File: config.mk
export PLATFORM = sky130hd
export DESIGN_NAME = delay_window_accum
export DESIGN_NICKNAME = d
export VERILOG_FILES = /design/src/rtl/delay_window_accum.sv
export SDC_FILE = /design/constraint.sdc
export NUM_CORES = 1
export LEC_CHECK = 0
export ABC_AREA = 1
export CORE_ASPECT_RATIO = 0.8
export CORE_MARGIN = 2
export CORE_UTILIZATION = 45
export CTS_CLUSTER_DIAMETER = 80
export DETAILED_ROUTE_END_ITERATION = 8
export DONT_BUFFER_PORTS = 1
export MAX_ROUTING_LAYER = met4
export PLACE_DENSITY_LB_ADDON = 0.15
export RECOVER_POWER = 50
export SLEW_MARGIN = 5
export SYNTH_ARGS = -nofsm -noshare
export SYNTH_HDL_FRONTEND = slang
export SYNTH_SLANG_ARGS = --single-unit
export TNS_END_PERCENT = 1
File: constraint.sdc
create_clock -name clock -period 2.25 [get_ports clock]
set_clock_uncertainty 0.2 [all_clocks]
set_input_delay 0.225 -clock clock [delete_from_list [all_inputs] [get_ports clock]]
set_output_delay 0.225 -clock clock [all_outputs]
set_load 0.01 [all_outputs]
File: src/rtl/delay_window_accum.sv
// delay_window_accum
// Per-channel steering-delay window accumulator placed after the BRAM sample
// buffer. After an accepted start it drops the first `delay` valid samples,
// then sums the next WIN valid samples and publishes the total on sum_out
// with a one-cycle sum_valid strobe.
//
// Build option: define DELAY_ACCUM_SQUARE_EN to accumulate data_in*data_in
// (window energy) instead of data_in. The port list, state machine and timing
// are the same in both builds.
//
// state | meaning
// ------+---------------------------------------------------------------
// IDLE  | waiting for start; delay is latched when start is accepted
// SKIP  | discarding leading valid samples until dly_r have been seen
// ACC   | adding valid samples until WIN have been summed
// DONE  | single guard cycle after the strobe, busy still high
module delay_window_accum #(
  parameter int DATA_W = 4,
  parameter int WIN    = 8,
  parameter int DLY_W  = 3,
  parameter int SUM_W  = 11
) (
  input  logic              clock,
  input  logic              rst,
  input  logic              start,
  input  logic [DLY_W-1:0]  delay,
  input  logic [DATA_W-1:0] data_in,
  input  logic              data_valid,
  output logic [SUM_W-1:0]  sum_out,
  output logic              sum_valid,
  output logic              busy
);

  localparam logic [1:0] S_IDLE = 2'd0;
  localparam logic [1:0] S_SKIP = 2'd1;
  localparam logic [1:0] S_ACC  = 2'd2;
  localparam logic [1:0] S_DONE = 2'd3;

  localparam int WIN_CW = $clog2(WIN + 1);
  localparam logic [WIN_CW-1:0] WIN_LAST = WIN_CW'(WIN - 1);

`ifdef DELAY_ACCUM_SQUARE_EN
  localparam int TERM_W = 2 * DATA_W;
`else
  localparam int TERM_W = DATA_W;
`endif

  // Wide enough to hold both the accumulator and the added term, so the
  // add is done without losing carries before the final SUM_W truncation.
  localparam int EXT_W = (SUM_W > TERM_W) ? SUM_W : TERM_W;

  logic [1:0]        state;
  logic [1:0]        state_next;
  logic [DLY_W-1:0]  dly_r;
  logic [DLY_W-1:0]  skip_cnt;
  logic [WIN_CW-1:0] win_cnt;
  logic [SUM_W-1:0]  acc;
  logic [TERM_W-1:0] term;
  logic [EXT_W-1:0]  sum_wide;
  logic [SUM_W-1:0]  sum_next;
  logic              skip_last;
  logic              win_last;

`ifdef DELAY_ACCUM_SQUARE_EN
  assign term = TERM_W'(data_in) * TERM_W'(data_in);
`else
  assign term = data_in;
`endif

  // Accumulator plus the current term; truncates modulo 2^SUM_W if SUM_W is undersized.
  always_comb begin
    sum_wide = EXT_W'(acc) + EXT_W'(term);
    sum_next = sum_wide[SUM_W-1:0];
  end

  // dly_r is never zero while in SKIP, so dly_r-1 is the terminal count.
  assign skip_last = (skip_cnt == (dly_r - DLY_W'(1)));
  assign win_last  = (win_cnt == WIN_LAST);

  assign busy = (state != S_IDLE);

  // Next-state decode; data_valid low holds SKIP and ACC in place.
  always_comb begin
    state_next = state;
    case (state)
      S_IDLE: begin
        if (start) begin
          state_next = (delay != '0) ? S_SKIP : S_ACC;
        end
      end
      S_SKIP: begin
        if (data_valid && skip_last) begin
          state_next = S_ACC;
        end
      end
      S_ACC: begin
        if (data_valid && win_last) begin
          state_next = S_DONE;
        end
      end
      S_DONE: begin
        state_next = S_IDLE;
      end
      default: begin
        state_next = S_IDLE;
      end
    endcase
  end

  // State register with synchronous reset.
  always_ff @(posedge clock) begin
    if (rst) begin
      state <= S_IDLE;
    end else begin
      state <= state_next;
    end
  end

  // Counters, accumulator and output registers; a sample arriving with the
  // accepted start is deliberately ignored because IDLE never looks at data.
  always_ff @(posedge clock) begin
    if (rst) begin
      dly_r     <= '0;
      skip_cnt  <= '0;
      win_cnt   <= '0;
      acc       <= '0;
      sum_out   <= '0;
      sum_valid <= 1'b0;
    end else begin
      sum_valid <= 1'b0;
      case (state)
        S_IDLE: begin
          if (start) begin
            dly_r    <= delay;
            skip_cnt <= '0;
            win_cnt  <= '0;
            acc      <= '0;
          end
        end
        S_SKIP: begin
          if (data_valid) begin
            skip_cnt <= skip_cnt + DLY_W'(1);
          end
        end
        S_ACC: begin
          if (data_valid) begin
            if (win_last) begin
              sum_out   <= sum_next;
              sum_valid <= 1'b1;
              acc       <= '0;
              win_cnt   <= '0;
            end else begin
              acc     <= sum_next;
              win_cnt <= win_cnt + WIN_CW'(1);
            end
          end
        end
        default: begin
        end
      endcase
    end
  end

endmodule

==> impl_metrics.py, run 1 <==
metrics = {
    "power_and_ir_drop": {
        "p_leak_nw": 0.965,
        "power.density_nw_per_um2": 909,
        "ir_drop_mv": 0.611,
    },
    "critical_path": {
        "worst_ep_arrival_time_ns": 1.92,
        "worstPathRequired_ns": 2.24,
        "cp-start-kind": "register",
        "critPathCaptureType": "register",
        "cp_max_fo": 7,
        "path_class": "reg -> reg",
    },
    "logic_synthesis": {
        "netlist.top_cell.by_area": "dfxtp_1",
        "synth_cell_types": 29,
        "ys_seq_area_share_pct": 36.3,
        "yosys_warnings": 0,
        "synth_cells": 272,
        "synth_area_leaders": "dfxtp_1 36%, nand2_1 14%, ha_1 7.1%",
        "ys_ff_latch": 35,
        "synth_flop_cell": "dfxtp_1",
        "synth_top_cell_area_share_pct": 36.3,
        "synthArstFlopShare_pct": 0,
        "synthesis.area_sq_um": 1930,
        "synth-edff-count": 0,
        "avgSynthCellArea_sq_um": 7.10,
        "syn_nets": 295,
    },
    "sta": {
        "slew_violations": 0,
        "rsz0062_at_grt": "false",
        "setup_violations": 0,
        "max_freq_mhz": 517,
        "hold_viol_final": 0,
        "maxSlewHeadroom_pct": 43.4,
        "period_share_pct": 85.9,
        "worstMarginPinSlew_ns": 0.847,
        "min_period_ns": 1.93,
        "tns_ns": 0,
    },
    "die": {
        "ios": 24,
        "die-height_um": 62.6,
        "rows": 21,
        "die_w_um": 77.2,
        "core_area_sq_um": 4150,
        "start_util_pct": 46.5,
        "die_area_sq_um": 4830,
    },
    "global_routing": {
        "grt_pass1_wl_um": 6660,
        "grt_pass1_vias": 1476,
        "grt_overflow_total": 0,
        "antenna_found_initial": 0,
        "grt_max_degree": 23,
        "grt.total_usage_pct": 17.6,
    },
    "placement": {
        "dp_hpwl_um": 2770,
        "port_buffers": 0,
        "gp_congestion": 0.776,
    },
    "cts": {
        "cts_buffers": 5,
        "cts_tree": "done",
        "htree_levels": 2,
        "cts_root_buffer": "clkbuf_8",
        "cts.clk_slew.worst_paths_ns": 0.08,
        "clockBufferDepth": 2,
        "post_cts.repair.setup_buffers": 0,
        "insertion_delay_ns": 0.29,
        "clock_sinks": 35,
    },
    "hold_path": {
        "hp-class": "in -> reg",
    },
    "layout": {
        "final_common_cell": "nand2_1",
        "final_cell_mix": "73 x nand2_1, 35 x dfxtp_1, 29 x inv_1",
        "antenna_cells": 0,
        "finalCoreUtilization_pct": 51.8,
        "area_delta_synth_final_pct": 11.4,
        "seqCellArea_sq_um": 701,
        "drive_gt1_share_pct": 7.14,
        "fillers": 422,
        "multi_input_area_sq_um": 1060,
        "fin_nets": 302,
    },
    "route": {
        "top_layer": "met4",
        "first_iter_violations": 68,
        "wl_met3_um": 163,
        "routed_wl_um": 3870,
        "vias_per_cell": 4.81,
        "wl_met1_um": 2080,
        "ant_nets": 0,
        "wire_per_inst_um": 11.5,
        "dr.pass1.iters": 4,
        "drc": 0,
        "num_vias": 1620,
        "dr_wl_met2_um": 1580,
    },
    "run": {
        "maxCapViolCount": 0,
    },
    "run_status": {
        "outcome": "complete, no violations",
    },
}
==> worst max-delay path, stage by stage (launching register included) <==
cell	delay, ns
dfxtp_1	0.32
ha_1	0.24
fa_1	0.42
nand3_1	0.09
nand2_1	0.17
a21o_1	0.21
nand2_1	0.06
a21o_1	0.10
inv_1	0.03
==> sequential cells by signal, summed over array words and instances, names as in the netlist <==
register / flops
state: 2
acc: 11
skip_cnt: 3
dly_r: 3
win_cnt: 4
sum_out: 11
sum_valid: 1
==> cell type report <==
cell class                 instances  area share (%)
inverter                          32            5.64
sequential                        35            32.6
clock inverter                     3            3.14
clock buffer                       5            3.20
tap                               57            3.32
timing repair buffer               6            2.68
multi-input combinational        199            49.4
==> power by group <==
| part | switching (mW) | leakage [nW] | internal (mW) |
|---|---|---|---|
| registers | 0.0445 | 0.283 | 0.675 |
| logic | 0.364 | 0.617 | 0.191 |
| clock network | 0.238 | 0.0644 | 0.442 |
==> logic make-up (layout without fill, tap and decap cells) <==
logic type      count (synthesis)  after routing  share of synthesized area [%]
simple gates                  137            137                           31.6
compound gates                 44             44                           12.5
buf+inv                        38             46                           8.62
flops                          35             35                           36.3
fa+ha+maj                      12             12                           8.17
xor+xnor                        5              5                           2.27
mux                             1              1                          0.518
==> metrics by stage <==
stage	power, mW	instance area (sq um)	setup slack [ns]	std cells	hold WS, ns
floorplan	1.18	1930	0.471	272	0.109
global placement	1.26	1960	0.352	324	0.0969
detailed placement	1.27	1960	0.325	324	0.0989
CTS	1.96	2150	0.304	337	0.00511
global route	2.08	2150	0.125	337	0.0504
finish	1.95	2150	0.317	337	0.0227
==> per-layer routing <==
metal	GRT usage, %	up-vias
met4	5.36	0
met1	24.1	701
met5	-	-
met3	5.20	5
li1	-	891
met2	25.1	23
==> cells in the mapped netlist (4+ instances only) <==
cell / count
dfxtp_1: 35
a21oi_1: 23
xor2_1: 4
inv_1: 29
nand4_1: 4
nor2_1: 26
ha_1: 11
a21o_1: 5
nand3_1: 22
o21ai_0: 13
nand2_1: 73
==> repair_timing <==
item                                   in CTS  in global routing
gates resized for setup                     0                  0
hold buffers                                5                  0
endpoints found under the hold margin      26                  0
==> path summary, 6_finish.rpt <==
path,start,end,slack (ns),cells past startpoint
worst min register to register,dly_r[1],dly_r[1],0.27,2
worst min-delay path,start,dly_r[1],0.02,2
worst max register to register,acc[0],sum_out[6],0.32,8
worst max-delay path,acc[0],sum_out[6],0.32,8
No activity file was read; power rests on OpenSTA's default activity.
==> run 2: changes to the inputs <==
PLACE_DENSITY = 0.63   (was not set)
PLACE_DENSITY_LB_ADDON = not set   (was 0.15)
clock period = 2.43 ns   (was 2.25 ns; I/O delays follow)
==> run 2 against run 1 <==
First-iteration DRC count up 75%. Critical path depth unchanged. Flip-flop and latch count unchanged. Maximum frequency down 2.4%. Power down 18%. Combinational power down 7.7%. Final cell count down 0.30%. Global-route usage up 0.098 points. Sequential power down 7.6%. Non-clock buffer count unchanged. Routed wire length up 2.2%. Critical endpoint unchanged.
==> impl_metrics.py, run 2 (synthesis results as in run 1) <==
metrics = {
    "run_status": {
        "outcome": "complete, no violations",
    },
    "critical_path": {
        "worst_ep_arrival_time_ns": 1.96,
        "worstPathRequired_ns": 2.41,
        "path_class": "reg -> reg",
        "cp_max_fo": 7,
        "worstSetupEndpoint": "sum_out[6]",
        "critPathCaptureType": "register",
        "cp-start-kind": "register",
        "worst-r2r-cell-count": 8,
        "worstReg2RegEnd": "sum_out[6]",
        "reg2reg_from": "acc[0]",
        "rrSetupSlack_ns": 0.45,
        "worstSetupStartpoint": "acc[0]",
    },
    "route": {
        "wl_met1_um": 2090,
        "dr.pass1.iters": 4,
        "wl_met3_um": 156,
        "num_vias": 1667,
        "dr_wl_met2_um": 1690,
        "routed_wl_um": 3960,
        "ant_nets": 0,
        "top_layer": "met4",
        "drc": 0,
        "vias_per_cell": 4.96,
        "first_iter_violations": 119,
        "wire_per_inst_um": 11.8,
    },
    "layout": {
        "final_common_cell": "nand2_1",
        "final_cell_mix": "73 x nand2_1, 35 x dfxtp_1, 29 x inv_1",
        "design_area_sq_um": 2090,
        "finalCoreUtilization_pct": 50.5,
        "fillers": 436,
        "antenna_cells": 0,
        "drive_gt1_share_pct": 6.45,
        "multi_input_area_sq_um": 1060,
        "fin_nets": 302,
        "largestRegisters": "acc x11, sum_out x11, win_cnt x4",
        "area_delta_synth_final_pct": 8.49,
        "seqCellArea_sq_um": 701,
    },
    "die": {
        "die-height_um": 62.6,
        "start_util_pct": 46.5,
        "core_area_sq_um": 4150,
        "die_w_um": 77.2,
        "rows": 21,
        "ios": 24,
        "die_area_sq_um": 4830,
    },
    "global_routing": {
        "grt_pass1_vias": 1487,
        "antenna_found_initial": 0,
        "grt_pass1_wl_um": 6760,
        "grt.total_usage_pct": 17.7,
        "grt_overflow_total": 0,
        "grt_max_degree": 23,
    },
    "sta": {
        "whs_ns": 0.0476,
        "maxSlewHeadroom_pct": 41.5,
        "period_share_pct": 81.5,
        "slew_violations": 0,
        "min_period_ns": 1.98,
        "setup_violations": 0,
        "tns_ns": 0,
        "max_freq_mhz": 505,
        "worstMarginPinSlew_ns": 0.875,
        "rsz0062_at_grt": "false",
        "hold_viol_final": 0,
    },
    "cts": {
        "clock_sinks": 35,
        "cts_root_buffer": "clkbuf_8",
        "clockBufferDepth": 2,
        "cts_tree": "done",
        "cts.clk_slew.worst_paths_ns": 0.07,
        "insertion_delay_ns": 0.27,
        "htree_levels": 2,
        "cts_buffers": 5,
        "post_cts.repair.setup_buffers": 0,
    },
    "power_and_ir_drop": {
        "power.density_nw_per_um2": 761,
        "ir_drop_mv": 0.398,
        "p_leak_nw": 0.948,
        "total_power_mw": 1.59,
    },
    "placement": {
        "postPlaceCellArea_sq_um": 1960,
        "gp_congestion": 0.934,
        "port_buffers": 0,
        "dp_hpwl_um": 2870,
    },
    "run": {
        "maxCapViolCount": 0,
    },
    "hold_path": {
        "hp-class": "in -> reg",
    },
}
[run 2: changes by cell type in the layout (fill, tap and decap cells not counted)]
cell / before / now
clkbuf_8: 5 / 6
clkinvlp_4: 1 / 0
clkinv_2: 1 / 2
nor2_4: 1 / 0
bufinv_16: 2 / 0
nor2_1: 26 / 27
[run 2: final cells by class]
type                       count  share of cell area (%)
timing repair buffer           6                    2.75
clock buffer                   6                    3.94
sequential                    35                    33.5
multi-input combinational    199                    50.4
clock inverter                 1                   0.239
inverter                      32                    5.79
tap                           57                    3.41
[run 2: how the worst min path moves through the flow]
stage	start	to	slack (ns)	depth (start not counted)
after floorplan	rst	sum_valid	0.13	1
after global placement	rst	sum_out[2]	0.11	1
after detailed placement	rst	sum_out[2]	0.12	1
after CTS	start	dly_r[1]	0.05	2
after global routing	start	dly_r[1]	0.09	2
final	start	dly_r[1]	0.05	2
[run 2: layer usage]
layer | GRT usage (%) | vias up
li1 | - | 890
met3 | 5.35 | 2
met5 | - | -
met1 | 24.2 | 749
met4 | 3.35 | 0
met2 | 26.2 | 26
[run 2: critical path: stages, from the launching register on]
cell and delay [ns]:
dfxtp_1 0.32, ha_1 0.24, fa_1 0.41, nand3_1 0.09, nand2_1 0.19, a21o_1 0.22
nand2_1 0.06, a21o_1 0.11, inv_1 0.03
[run 2: stage by stage]
stage               worst slack, ns  cells
global route                  0.258    336
finish                        0.449    336
detailed placement            0.466    324
floorplan                     0.651    272
global placement              0.499    324
CTS                           0.451    336
[run 2: repair_timing]
action	in CTS	in global routing
resized for setup	0	0
hold buffers	5	0
endpoints found under the hold margin	26	0
setup endpoints to repair	0	0
[run 2: where the power goes]
part	switching, mW	leakage [nW]	total, mW	internal (mW)
clock	0.195	0.0470	0.418	0.222
sequential	0.0385	0.283	0.664	0.625
combinational	0.335	0.617	0.512	0.177
total	0.569	0.948	1.59	1.02
==> run 3: changes to the inputs <==
PLACE_DENSITY = 0.65   (was 0.63)
clock period = 1.8 ns   (was 2.43 ns; I/O delays follow)
==> run 3 against run 2 <==
Die area unchanged. Maximum frequency increased by 14%. First-iteration DRC count fell by 27%. Power increased by 44%. Non-clock buffer count grew 9. Flip-flop and latch count unchanged. Global-route usage rose by 1.8 points. Routed wire length up 5.9%. Count of clock-buffer cells in the layout is the same. Clock power rose by 38%. Critical path type unchanged.
==> impl_metrics.py, run 3 (synthesis results as in run 1) <==
metrics = {
    "run_status": {
        "outcome": "complete, no violations",
    },
    "global_routing": {
        "antenna_found_initial": 0,
        "grt.total_usage_pct": 19.5,
        "grt_max_degree": 23,
        "grt_pass1_vias": 1523,
        "grt_pass1_wl_um": 7090,
        "grt_overflow_total": 0,
    },
    "route": {
        "wire_per_inst_um": 12.2,
        "ant_nets": 0,
        "top_layer": "met4",
        "drc": 0,
        "wl_met1_um": 2070,
        "wl_met3_um": 211,
        "vias_per_cell": 5.00,
        "first_iter_violations": 87,
        "num_vias": 1724,
        "routed_wl_um": 4190,
        "dr_wl_met2_um": 1880,
        "dr.pass1.iters": 4,
    },
    "critical_path": {
        "cp-start-kind": "register",
        "cp_slowest_stage_delay_ns": 0.36,
        "cp_common_cell": "a21o_1",
        "critPathCaptureType": "register",
        "crit_chain": "ha_1 -> fa_2 -> nand3_2 -> nand2_4 -> a21o_1 -> nand2_1 -> a21o_1 -> inv_1",
        "cp_max_fo": 7,
        "worstReg2RegEnd": "sum_out[6]",
        "worst-r2r-cell-count": 8,
        "rrSetupSlack_ns": 0.06,
        "worstPathRequired_ns": 1.80,
        "reg2reg_from": "acc[0]",
        "worst_ep_arrival_time_ns": 1.73,
        "worst_path_max_delay_cell": "fa_2",
        "path_class": "reg -> reg",
    },
    "hold_path": {
        "hold_depth": 3,
        "hp-class": "in -> reg",
        "hold_path.startpoint": "data_in[1]",
        "hold_end": "sum_out[1]",
    },
    "run": {
        "maxCapViolCount": 0,
    },
    "sta": {
        "setup_violations": 0,
        "rsz0062_at_grt": "true",
        "maxSlewHeadroom_pct": 40.9,
        "tns_ns": 0,
        "max_freq_mhz": 576,
        "whs_ns": 0.0128,
        "hold_viol_final": 0,
        "period_share_pct": 96.4,
        "slew_violations": 0,
        "min_period_ns": 1.74,
        "worstMarginPinSlew_ns": 0.883,
    },
    "die": {
        "die-height_um": 62.6,
        "core_area_sq_um": 4150,
        "die_area_sq_um": 4830,
        "rows": 21,
        "die_w_um": 77.2,
        "ios": 24,
        "start_util_pct": 46.5,
    },
    "cts": {
        "htree_levels": 2,
        "clockBufferDepth": 2,
        "cts_buffers": 5,
        "cts_tree": "done",
        "insertion_delay_ns": 0.29,
        "cts_root_buffer": "clkbuf_8",
        "post_cts.repair.setup_buffers": 0,
        "cts.clk_slew.worst_paths_ns": 0.07,
        "clock_sinks": 35,
    },
    "placement": {
        "dp_hpwl_um": 2910,
        "gp_congestion": 0.810,
        "place_inst": 332,
        "port_buffers": 0,
    },
    "layout": {
        "drive_gt1_share_pct": 13.9,
        "largestRegisters": "acc x11, sum_out x11, win_cnt x4",
        "finalCoreUtilization_pct": 54.2,
        "final_common_cell": "nand2_1",
        "instances_no_fill": 345,
        "fin_nets": 311,
        "area_delta_synth_final_pct": 16.5,
        "final_cell_mix": "72 x nand2_1, 33 x dfxtp_1, 29 x inv_1",
        "antenna_cells": 0,
    },
    "power_and_ir_drop": {
        "p_leak_nw": 0.989,
        "ir_drop_mv": 0.402,
        "power.density_nw_per_um2": 1020,
    },
}
==> run 3: cell types whose count changed in the layout (fill, tap and decap cells not counted), sizes merged <==
cell         before  now
inv              31   32
clkinv            2    1
buf               1    9
dlygate4sd3       5    6
==> run 3: layout make-up <==
| type | count | area (sq um) |
|---|---|---|
| clock inverters | 1 | 5.00 |
| well taps | 57 | 71.3 |
| flip-flops and latches | 35 | 703 |
| clock buffers | 6 | 82.6 |
| inverters | 32 | 125 |
| fillers | 418 | 1900 |
| multi-input cells | 199 | 1130 |
| repair buffers | 15 | 131 |
==> run 3: through the flow <==
step / power, mW / instance area, sq um / setup slack (ns)
after global placement: 1.63 / 2020 / -0.0152
after detailed placement: 1.63 / 2020 / -0.0573
after CTS: 2.25 / 2180 / 0.0321
after floorplan: 1.48 / 1930 / 0.0213
final: 2.30 / 2250 / 0.0641
after global routing: 2.46 / 2250 / -0.0353
==> run 3: worst max path at each step <==
stage | startpoint | to | slack (ns)
2_1_floorplan | acc[0] | sum_out[6] | 0.02
3_3_place_gp | acc[0] | sum_out[4] | -0.02
3_5_place_dp | acc[0] | sum_out[4] | -0.06
4_1_cts | state[0] | acc[1] | 0.03
5_1_grt | acc[0] | sum_out[6] | -0.04
6_report | acc[0] | sum_out[6] | 0.06
==> run 3: what timing repair did <==
item | CTS | global route
hold endpoints to repair | 26 | 0
pin swaps | 0 | 2
endpoints found under the setup margin | 10 | 27
gates resized for setup | 4 | 16
gates cloned | 0 | 0
hold buffers | 6 | 0
==> run 3: critical path, delay by kind of cell (launching register included) <==
kind	cells	cell delay (ns)
AO/OA/AOI/OAI	2	0.29
adder cells (fa/ha/maj)	2	0.57
buffers and inverters	1	0.03
flip-flops	1	0.32
AND/OR/NAND/NOR	3	0.23
==> run 3: power breakdown <==
part	internal [mW]	switching [mW]
Clock	0.300	0.276
Combinational	0.330	0.486
Sequential	0.848	0.0616
==> run 3: layer usage <==
layer | track usage (%) | vias to the layer above
met5 | - | -
met2 | 28.5 | 30
met4 | 7.37 | 0
li1 | - | 911
met3 | 6.79 | 2
met1 | 24.9 | 781
